==> config.mk <==
export PLATFORM = sky130hd
export DESIGN_NAME = pc_sequencer
export DESIGN_NICKNAME = d
export VERILOG_FILES = /design/src/rtl/pc_seq_pkg.sv /design/src/rtl/pc_ras.sv /design/src/rtl/pc_sequencer.sv
export SDC_FILE = /design/constraint.sdc
export NUM_CORES = 1
export LEC_CHECK = 0
export CAP_MARGIN = 20
export CORE_UTILIZATION = 45
export DETAILED_ROUTE_END_ITERATION = 7
export GPL_ROUTABILITY_DRIVEN = 0
export PLACE_DENSITY_LB_ADDON = 0.1
export REMOVE_ABC_BUFFERS = 1
export SLEW_MARGIN = 20
export SYNTH_ARGS = -nofsm -noshare
export SYNTH_HDL_FRONTEND = slang
export SYNTH_SLANG_ARGS = --single-unit
==> constraint.sdc <==
create_clock -name Clk -period 2.25 [get_ports Clk]
set_input_delay 0.45 -clock Clk [delete_from_list [all_inputs] [get_ports Clk]]
set_output_delay 0.45 -clock Clk [all_outputs]
set_load 0.1 [all_outputs]
==> src/rtl/pc_seq_pkg.sv <==
// Shared types for the program-counter sequencer: FSM states, branch-mode
// encoding, stall counter width and branch-condition decode.
package pc_seq_pkg;

  typedef enum logic [1:0] {
    ST_IDLE = 2'd0,
    ST_RUN  = 2'd1,
    ST_DONE = 2'd2
  } state_e;

  typedef enum logic [1:0] {
    BR_ABS_Z  = 2'b00,
    BR_ABS_NZ = 2'b01,
    BR_ABS    = 2'b10,
    BR_REL_Z  = 2'b11
  } br_mode_e;

  // Wide enough for a stall phase up to STALL_DIV-1 with STALL_DIV <= 16.
  localparam int STALL_CNT_W = 4;

  function automatic logic br_taken(input logic jen, input logic zero,
                                    input br_mode_e mode);
    logic taken;
    taken = 1'b0;
    if (jen) begin
      case (mode)
        BR_ABS_Z:  taken = zero;
        BR_ABS_NZ: taken = !zero;
        BR_ABS:    taken = 1'b1;
        BR_REL_Z:  taken = zero;
        default:   taken = 1'b0;
      endcase
    end
    return taken;
  endfunction

endpackage

==> src/rtl/pc_ras.sv <==
// Return-address stack for pc_sequencer; pop wins over push, and full/empty
// requests are silently ignored here (the caller flags the error).
module pc_ras
  import pc_seq_pkg::*;
#(
  parameter int PC_W      = 8,
  parameter int RAS_DEPTH = 4
) (
  input  logic            Clk,
  input  logic            Reset,
  input  logic            push_i,
  input  logic            pop_i,
  input  logic [PC_W-1:0] push_data_i,
  output logic            full_o,
  output logic            empty_o,
  output logic [PC_W-1:0] top_o
);

  localparam int SP_W  = $clog2(RAS_DEPTH + 1);
  localparam int IDX_W = (RAS_DEPTH > 1) ? $clog2(RAS_DEPTH) : 1;

  logic [PC_W-1:0]  mem_q [RAS_DEPTH];
  logic [SP_W-1:0]  sp_q, sp_d;
  logic [IDX_W-1:0] wr_idx, rd_idx;
  logic             do_push, do_pop;

  assign full_o  = (sp_q == SP_W'(RAS_DEPTH));
  assign empty_o = (sp_q == '0);
  assign do_pop  = pop_i && !empty_o;
  assign do_push = push_i && !full_o && !pop_i;
  assign wr_idx  = IDX_W'(sp_q);
  assign rd_idx  = IDX_W'(sp_q - SP_W'(1));
  assign top_o   = mem_q[rd_idx];

  always_comb begin
    sp_d = sp_q;
    if (do_pop)       sp_d = sp_q - SP_W'(1);
    else if (do_push) sp_d = sp_q + SP_W'(1);
  end

  always_ff @(posedge Clk) begin
    if (Reset) sp_q <= '0;
    else       sp_q <= sp_d;
  end

  // NOTE: storage has no reset; entries above the stack pointer are never read.
  always_ff @(posedge Clk) begin
    if (do_push) mem_q[wr_idx] <= push_data_i;
  end

endmodule

==> src/rtl/pc_sequencer.sv <==
// Program-counter sequencer: IDLE/RUN/DONE FSM, stall divider, branch/next-PC mux.
// Optional return-address stack compiled in with macro PC_SEQ_RAS_EN.
module pc_sequencer
  import pc_seq_pkg::*;
#(
  parameter int PC_W      = 8,
  parameter int STALL_DIV = 4,
  parameter int RAS_DEPTH = 4
) (
  input  logic            Clk,
  input  logic            Reset,
  input  logic            Start,
  input  logic            Halt,
  input  logic            StallCtr,
  input  logic            Jen,
  input  logic            Zero,
  input  logic [1:0]      BrMode,
  input  logic [PC_W-1:0] Jump,
  input  logic            Call,
  input  logic            Ret,
  output logic [PC_W-1:0] PC,
  output logic            Running,
  output logic            Done,
  output logic            StallAct,
  output logic            RasErr
);

  localparam logic [STALL_CNT_W-1:0] CNT_LAST = STALL_CNT_W'(STALL_DIV - 1);

  state_e                 state_q, state_d;
  logic [PC_W-1:0]        pc_q, pc_d;
  logic [STALL_CNT_W-1:0] cnt_q, cnt_d;
  logic [PC_W-1:0]        pc_inc, br_target;
  logic                   taken, update;

  assign pc_inc    = pc_q + PC_W'(1);
  // Adding the raw PC_W-bit offset modulo 2^PC_W equals adding it sign-extended.
  assign br_target = (br_mode_e'(BrMode) == BR_REL_Z) ? (pc_q + Jump) : Jump;
  assign taken     = br_taken(Jen, Zero, br_mode_e'(BrMode));

`ifdef PC_SEQ_RAS_EN
  logic            ras_push, ras_pop, ras_full, ras_empty;
  logic [PC_W-1:0] ras_top;
  logic            ras_err_q, ras_err_d;

  pc_ras #(
    .PC_W      (PC_W),
    .RAS_DEPTH (RAS_DEPTH)
  ) u_ras (
    .Clk         (Clk),
    .Reset       (Reset),
    .push_i      (ras_push),
    .pop_i       (ras_pop),
    .push_data_i (pc_inc),
    .full_o      (ras_full),
    .empty_o     (ras_empty),
    .top_o       (ras_top)
  );

  always_ff @(posedge Clk) begin
    if (Reset) ras_err_q <= 1'b0;
    else       ras_err_q <= ras_err_d;
  end

  assign RasErr = ras_err_q;
`else
  logic unused_ras_inputs;
  assign unused_ras_inputs = Call ^ Ret;
  assign RasErr            = 1'b0;
`endif

  // NOTE: every signal gets a default first so no path leaves it unassigned (no latches).
  always_comb begin
    state_d = state_q;
    pc_d    = pc_q;
    cnt_d   = '0;
    update  = 1'b0;
`ifdef PC_SEQ_RAS_EN
    ras_push  = 1'b0;
    ras_pop   = 1'b0;
    ras_err_d = ras_err_q;
`endif
    case (state_q)
      ST_IDLE: if (Start) state_d = ST_RUN;
      ST_DONE: begin
        if (Start) begin
          state_d = ST_RUN;
          pc_d    = '0;
        end
      end
      ST_RUN: begin
        if (StallCtr) cnt_d = (cnt_q == CNT_LAST) ? '0 : cnt_q + STALL_CNT_W'(1);
        update = !StallCtr || (cnt_q == '0);
        if (Halt) begin
          state_d = ST_DONE;
        end else if (update) begin
`ifdef PC_SEQ_RAS_EN
          if (Ret) begin
            ras_pop = !ras_empty;
            pc_d    = ras_empty ? pc_inc : ras_top;
            if (ras_empty) ras_err_d = 1'b1;
          end else if (Call) begin
            ras_push = !ras_full;
            pc_d     = Jump;
            if (ras_full) ras_err_d = 1'b1;
          end else if (taken) begin
            pc_d = br_target;
          end else begin
            pc_d = pc_inc;
          end
`else
          if (taken) pc_d = br_target;
          else       pc_d = pc_inc;
`endif
        end
      end
      default: state_d = ST_IDLE;
    endcase
  end

  // NOTE: sequential state uses non-blocking assignments only.
  always_ff @(posedge Clk) begin
    if (Reset) begin
      state_q <= ST_IDLE;
      pc_q    <= '0;
      cnt_q   <= '0;
    end else begin
      state_q <= state_d;
      pc_q    <= pc_d;
      cnt_q   <= cnt_d;
    end
  end

  assign PC       = pc_q;
  assign Running  = (state_q == ST_RUN);
  assign Done     = (state_q == ST_DONE);
  assign StallAct = (cnt_q != '0);

endmodule
==> impl_metrics.json, run 1 <==
{
  "status": "finished, final reports clean",
  "whs_path_depth": 1,
  "final.setup.worst_slack_ps": 55.7,
  "crit_path_end_kind": "flip-flop",
  "yosys.area_share.adder": 0.146,
  "finish.utilization": 0.677,
  "route.met3.wl_um": 150,
  "wl_met1_um": 1450,
  "worstHoldStart": "cnt_q[0]",
  "slew_violations": 0,
  "worst_ep_arrival_time_ps": 2370,
  "post_drt_wl_per_cell_um": 14.5,
  "p_leak_nw": 0.745,
  "ant_nets": 0,
  "postSynthRegisterBits": 14,
  "cts_inserted_buffers": 3,
  "cts_buffer_depth": 2,
  "grt_overflow_total": 0,
  "place_ws_ps": -285,
  "place_hpwl_um": 2590,
  "synth_top_family_by_area": "simple AND/OR/NAND/NOR gates",
  "power.total_mw": 0.696,
  "synth_area_mm2": 0.00125,
  "final_area_mm2": 0.00172,
  "grt.total_usage": 0.244,
  "hold_violations": 0,
  "io_buffers": 27,
  "fin_crit_ps": 2190,
  "antenna_found_initial": 0,
  "met2RoutedLength_um": 1710,
  "placed_cell_area_mm2": 0.00164,
  "fin_cells": 229,
  "cp-start-kind": "input pin",
  "dp.cells": 224,
  "fp-row-count": 18,
  "routed-via-count": 1324,
  "grt_pass1_vias": 1219,
  "r2r_slack_ps": 360,
  "timing.rr.end": "PC[5]",
  "core_mm2": 0.00254,
  "clock-sinks": 14,
  "highest_layer": "met4",
  "r2r-start": "PC[1]",
  "die_height_um": 54.7,
  "pin_count": 31,
  "clock_skew_ps": 3.29,
  "drt_wl_total_um": 3330,
  "drive_gt1_frac": 0.251,
  "die_w_um": 54.7,
  "synth-xor-area-share": 0.0490,
  "synth.avg_cell_area_um2": 8.12,
  "start_util": 0.491,
  "layout-area-overhead-vs-synth_pct": 37.9,
  "drt_iter0_markers": 33,
  "drv_cap": 0,
  "antenna-diode-count": 0,
  "powerDensity_mw_per_mm2": 403,
  "synthSimpleGateAreaFrac": 0.264,
  "rr_worst_depth": 6,
  "dieArea_mm2": 0.00299,
  "path_clk_slew_ps": 90,
  "cts_tree": "built",
  "drc_errors": 0,
  "min_to": "cnt_q[0]",
  "muxShareOfSynthArea": 0.0160,
  "synth_warnings": 0,
  "nets": 233,
  "min_path_type": "flip-flop to flip-flop",
  "criticalPathCategory": "input pin to flip-flop",
  "clk_latency_ps": 290,
  "vias_per_cell": 5.78,
  "setup-violations-final": 0,
  "synth_compound_area_frac": 0.244,
  "worstPathRequired_ps": 2430,
  "grt_first_pass_wirelength_um": 5180,
  "root_buffer": "clkbuf_4",
  "dr.pass1.iters": 4,
  "min_period_over_period": 0.975,
  "seq_area_frac_synth": 0.224,
  "grt_start_max_net_pins": 11,
  "postSynthCellCount": 154,
  "critical_path_peak_fanout": 3,
  "fmax_ghz": 0.456,
  "htreeDepth": 1,
  "yosysUniqueCellTypes": 46,
  "worst_ir_drop_vdd_mv": 0.425
}
[layout make-up]
| cell class | count | area, um^2 |
|---|---|---|
| Multi-Input combinational cell | 126 | 937 |
| Fill cell | 228 | 821 |
| Timing Repair Buffer | 45 | 395 |
| Sequential cell | 14 | 280 |
| Inverter | 10 | 37.5 |
| Tap cell | 30 | 37.5 |
| Clock buffer | 4 | 36.3 |
[through the flow]
step | hold slack (ps) | TNS (ps)
finish | 491 | 0
floorplan | 430 | -969
global placement | 444 | -858
global route | 518 | -16.0
CTS | 486 | 0
detailed placement | 470 | -1260
[power breakdown]
part           internal, mW  leakage (nW)  switching [mW]  total (mW)
registers             0.254         0.113         0.00772       0.262
clock network        0.0986        0.0210          0.0896       0.188
logic                 0.102         0.611           0.144       0.245
[Yosys cell counts (all sizes together)]
master | n | area (um^2)
nor3b | 2 | 20.0
a22oi | 1 | 7.51
a211o | 2 | 17.5
inv | 10 | 37.5
a32oi | 1 | 8.76
buf | 4 | 28.8
nor2b | 4 | 32.5
dfxtp | 14 | 280
a221oi | 3 | 26.3
nand4 | 2 | 12.5
conb | 1 | 3.75
a21o | 4 | 30.0
ha | 13 | 163
xor2 | 2 | 17.5
a21oi | 10 | 61.3
a211oi | 5 | 47.5
nor2 | 17 | 63.8
o21ai | 5 | 25.0
or4 | 1 | 7.51
a32o | 1 | 10.0
xnor2 | 5 | 43.8
o211ai | 1 | 7.51
fa | 1 | 20.0
or2 | 2 | 12.5
nand4b | 1 | 8.76
nand2b | 2 | 15.0
nor3 | 2 | 10.0
nand3 | 9 | 45.0
nand2 | 13 | 48.8
a22o | 1 | 8.76
or3 | 4 | 25.0
and3 | 1 | 6.26
or3b | 2 | 22.5
o21bai | 2 | 15.0
mux2i | 2 | 20.0
a31oi | 4 | 40.0
[layout by cell type, fill, tap and decap left out, drive strengths merged]
master         count
a32o               1
dlymetal6s2s       2
or3                4
nand4b             1
xor2               2
mux2i              2
a22oi              1
and3               1
nor3b              2
or3b               2
a211oi             5
nand2b             2
nor3               2
ha                13
clkdlybuf4s50     14
fa                 1
nor2b              4
a22o               1
a211o              2
a32oi              1
conb               1
a31oi              4
or4                1
o21bai             2
a21o               4
dfxtp             14
o211ai             1
a21oi             10
nand4              2
o21ai              5
nand3              9
nand2             13
clkbuf             4
a221oi             3
xnor2              5
inv               10
or2                2
buf               29
nor2              17
[registers in the layout, summed over array words and instances (netlist names)]
signal and cells:
PC 8, cnt_q 4, state_q 2
[worst max path at each step]
stage              start  endpoint  slack [ps]  depth (start not counted)
2_1_floorplan      PC[1]     PC[5]        -290                          6
5_1_grt          Jump[0]     PC[5]         -20                          8
4_1_cts        BrMode[0]     PC[6]          30                          8
3_5_place_dp   BrMode[0]     PC[6]        -290                          8
3_3_place_gp     Jump[0]     PC[4]        -230                          8
6_report       BrMode[1]     PC[6]          60                          8
[kinds of logic after synthesis]
group	after synthesis
adders and majority gates	14
other	1
DFF	14
AOI/OAI and AO/OA	40
and+or+nand+nor	62
muxes	2
xor gates and xnor gates	7
buffers and inverters	14
[metal layers]
metal / track usage / up-vias
li1: - / 649
met1: 0.273 / 635
met2: 0.450 / 38
met3: 0.0611 / 2
met4: 0.0641 / 0
met5: 0 / -
[worst max-delay path: stages]
cell and delay (ps):
clkdlybuf4s50_1 510, inv_1 60, ha_1 190, a211o_1 300
and3_4 190, or3_4 380, a32oi_2 230, a211oi_2 60
[repair_timing]
action / 4_1_cts / 5_1_grt
hold buffers: 0 / 0
resized for setup: 0 / 9
endpoints found under the setup margin: 0 / 3
buffers inserted: 0 / 1
Note: power is estimated with default switching activity, not from simulation.
==> run 2: changes to the inputs <==
--- a/config.mk
+++ b/config.mk
@@ -5,11 +5,12 @@
 export SDC_FILE = /design/constraint.sdc
 export NUM_CORES = 1
 export LEC_CHECK = 0
+export ABC_CLOCK_PERIOD_IN_PS = 2250
 export CAP_MARGIN = 20
 export CORE_UTILIZATION = 45
 export DETAILED_ROUTE_END_ITERATION = 7
 export GPL_ROUTABILITY_DRIVEN = 0
-export PLACE_DENSITY_LB_ADDON = 0.1
+export PLACE_DENSITY_LB_ADDON = 0.25
 export REMOVE_ABC_BUFFERS = 1
 export SLEW_MARGIN = 20
 export SYNTH_ARGS = -nofsm -noshare
==> impl_metrics.json, run 2 (synthesis gave the netlist of run 1 again) <==
{
  "r2r_slack_ps": 280,
  "cts_tree": "built",
  "die_height_um": 54.7,
  "p_leak_nw": 0.733,
  "whs_ps": 480,
  "grt.total_usage": 0.234,
  "grt_first_pass_wirelength_um": 5000,
  "drive_gt1_frac": 0.249,
  "clock-sinks": 14,
  "largest_reg_flops": 8,
  "grt_overflow_total": 0,
  "postCtsHoldBufs": 0,
  "path_cells": "clkdlybuf4s50_1 -> ha_4 -> o21ai_1 -> or2_1 -> buf_4 -> or4_1 -> nand3_1 -> a22o_1",
  "grt_pass1_vias": 1225,
  "vias_per_cell": 5.65,
  "core_mm2": 0.00254,
  "antenna-diode-count": 0,
  "cts_inserted_buffers": 3,
  "start_util": 0.491,
  "drv_cap": 0,
  "place_hpwl_um": 2460,
  "finish.utilization": 0.677,
  "fin_crit_ps": 2200,
  "slew_violations": 0,
  "worst_ep_arrival_time_ps": 2430,
  "clock_skew_ps": 5.73,
  "nets": 231,
  "path_clk_slew_ps": 90,
  "whs_path_depth": 1,
  "ant_nets": 0,
  "hold_violations": 0,
  "r2r-start": "PC[2]",
  "drt_wl_total_um": 3050,
  "root_buffer": "clkbuf_4",
  "critical_path_peak_fanout": 4,
  "drc_errors": 0,
  "dr.pass1.iters": 4,
  "final_cell_mix": "buf_4 (26), nor2_1 (17), dfxtp_1 (14), clkdlybuf4s50_1 (14), nand2_1 (13)",
  "fin_cells": 227,
  "worst_ir_drop_vdd_mv": 0.452,
  "io_buffers": 27,
  "timing.rr.end": "PC[7]",
  "cp-start-kind": "input pin",
  "routed-via-count": 1283,
  "die_w_um": 54.7,
  "grt_start_max_net_pins": 12,
  "crit_path_end_kind": "flip-flop",
  "criticalPathCategory": "input pin to flip-flop",
  "worstPathRequired_ps": 2480,
  "rr_worst_depth": 7,
  "post_drt_wl_per_cell_um": 13.4,
  "dieArea_mm2": 0.00299,
  "layout-area-overhead-vs-synth_pct": 37.8,
  "worstHoldStart": "cnt_q[0]",
  "status": "finished, final reports clean",
  "htreeDepth": 1,
  "min_to": "cnt_q[0]",
  "pin_count": 31,
  "cpMaxStageDelayCell": "or4_1",
  "clk_latency_ps": 280,
  "min_path_type": "flip-flop to flip-flop",
  "antenna_found_initial": 0,
  "fmax_ghz": 0.454,
  "drt_iter0_markers": 21,
  "cp_slowest_stage_delay_ps": 490,
  "fp-row-count": 18,
  "powerDensity_mw_per_mm2": 398,
  "setup-violations-final": 0,
  "dp.cells": 221,
  "min_period_over_period": 0.979,
  "cts_buffer_depth": 2,
  "final_common_cell": "buf_4",
  "power.total_mw": 0.685
}
## run 2: changes by cell type in the layout (fill, tap and decap cells not counted), sizes merged
cell	previous run	this run
buf	29	27
## run 2: stage by stage
step | TNS (ps) | area, um^2 | setup WS, ps
final | 0 | 1720 | 46.3
after global routing | -4.26 | 1720 | -4.26
after CTS | 0 | 1660 | 15.5
after detailed placement | -1200 | 1620 | -288
after global placement | -841 | 1620 | -232
after floorplan | -969 | 1220 | -286
## run 2: timing repair
item,CTS,global route
resized for setup,0,10
buffers inserted,0,2
setup endpoints to repair,0,3
## run 2: cell type report
cell class / count / area [um^2]
fill: 222 / 822
sequential: 14 / 280
multi-input combinational: 126 / 951
tap: 30 / 37.5
inverter: 10 / 37.5
timing repair buffer: 43 / 380
clock buffer: 4 / 36.3
## run 2: worst max-delay path, delay by kind of cell
kind | cells | cell delay [ps]
and+or+nand+nor | 3 | 870
buffers and inverters | 2 | 620
adders and majority gates | 1 | 310
AOI/OAI and AO/OA | 2 | 190
## run 2: worst max-delay path by stage
stage	end	depth (start not counted)	slack, ps	from
2_1_floorplan	PC[5]	6	-290	PC[1]
3_3_place_gp	PC[4]	8	-230	Jump[0]
3_5_place_dp	PC[6]	8	-290	BrMode[0]
4_1_cts	PC[6]	8	20	BrMode[0]
5_1_grt	PC[7]	9	-4	Jump[0]
6_report	PC[7]	8	50	Jump[2]
## run 2: routing by layer
| metal | global-route usage | wire [um] |
|---|---|---|
| met1 | 0.272 | 1380 |
| met2 | 0.404 | 1470 |
| met3 | 0.0583 | 150 |
| met4 | 0.0940 | 57 |
| met5 | 0 | 0 |
## run 2: power by group
part           internal [mW]  switching, mW  total (mW)
Clock                 0.0984         0.0809       0.179
Sequential             0.254        0.00821       0.262
Combinational          0.102          0.142       0.243
Total                  0.454          0.231       0.685
==> run 3: changes to the inputs <==
--- a/config.mk
+++ b/config.mk
@@ -12,7 +12,7 @@
 export GPL_ROUTABILITY_DRIVEN = 0
 export PLACE_DENSITY_LB_ADDON = 0.25
 export REMOVE_ABC_BUFFERS = 1
-export SLEW_MARGIN = 20
+export SKIP_CTS_REPAIR_TIMING = 1
 export SYNTH_ARGS = -nofsm -noshare
 export SYNTH_HDL_FRONTEND = slang
 export SYNTH_SLANG_ARGS = --single-unit
==> results of run 3 <==
Final layout, timing and power as in run 2 (identical DEF).
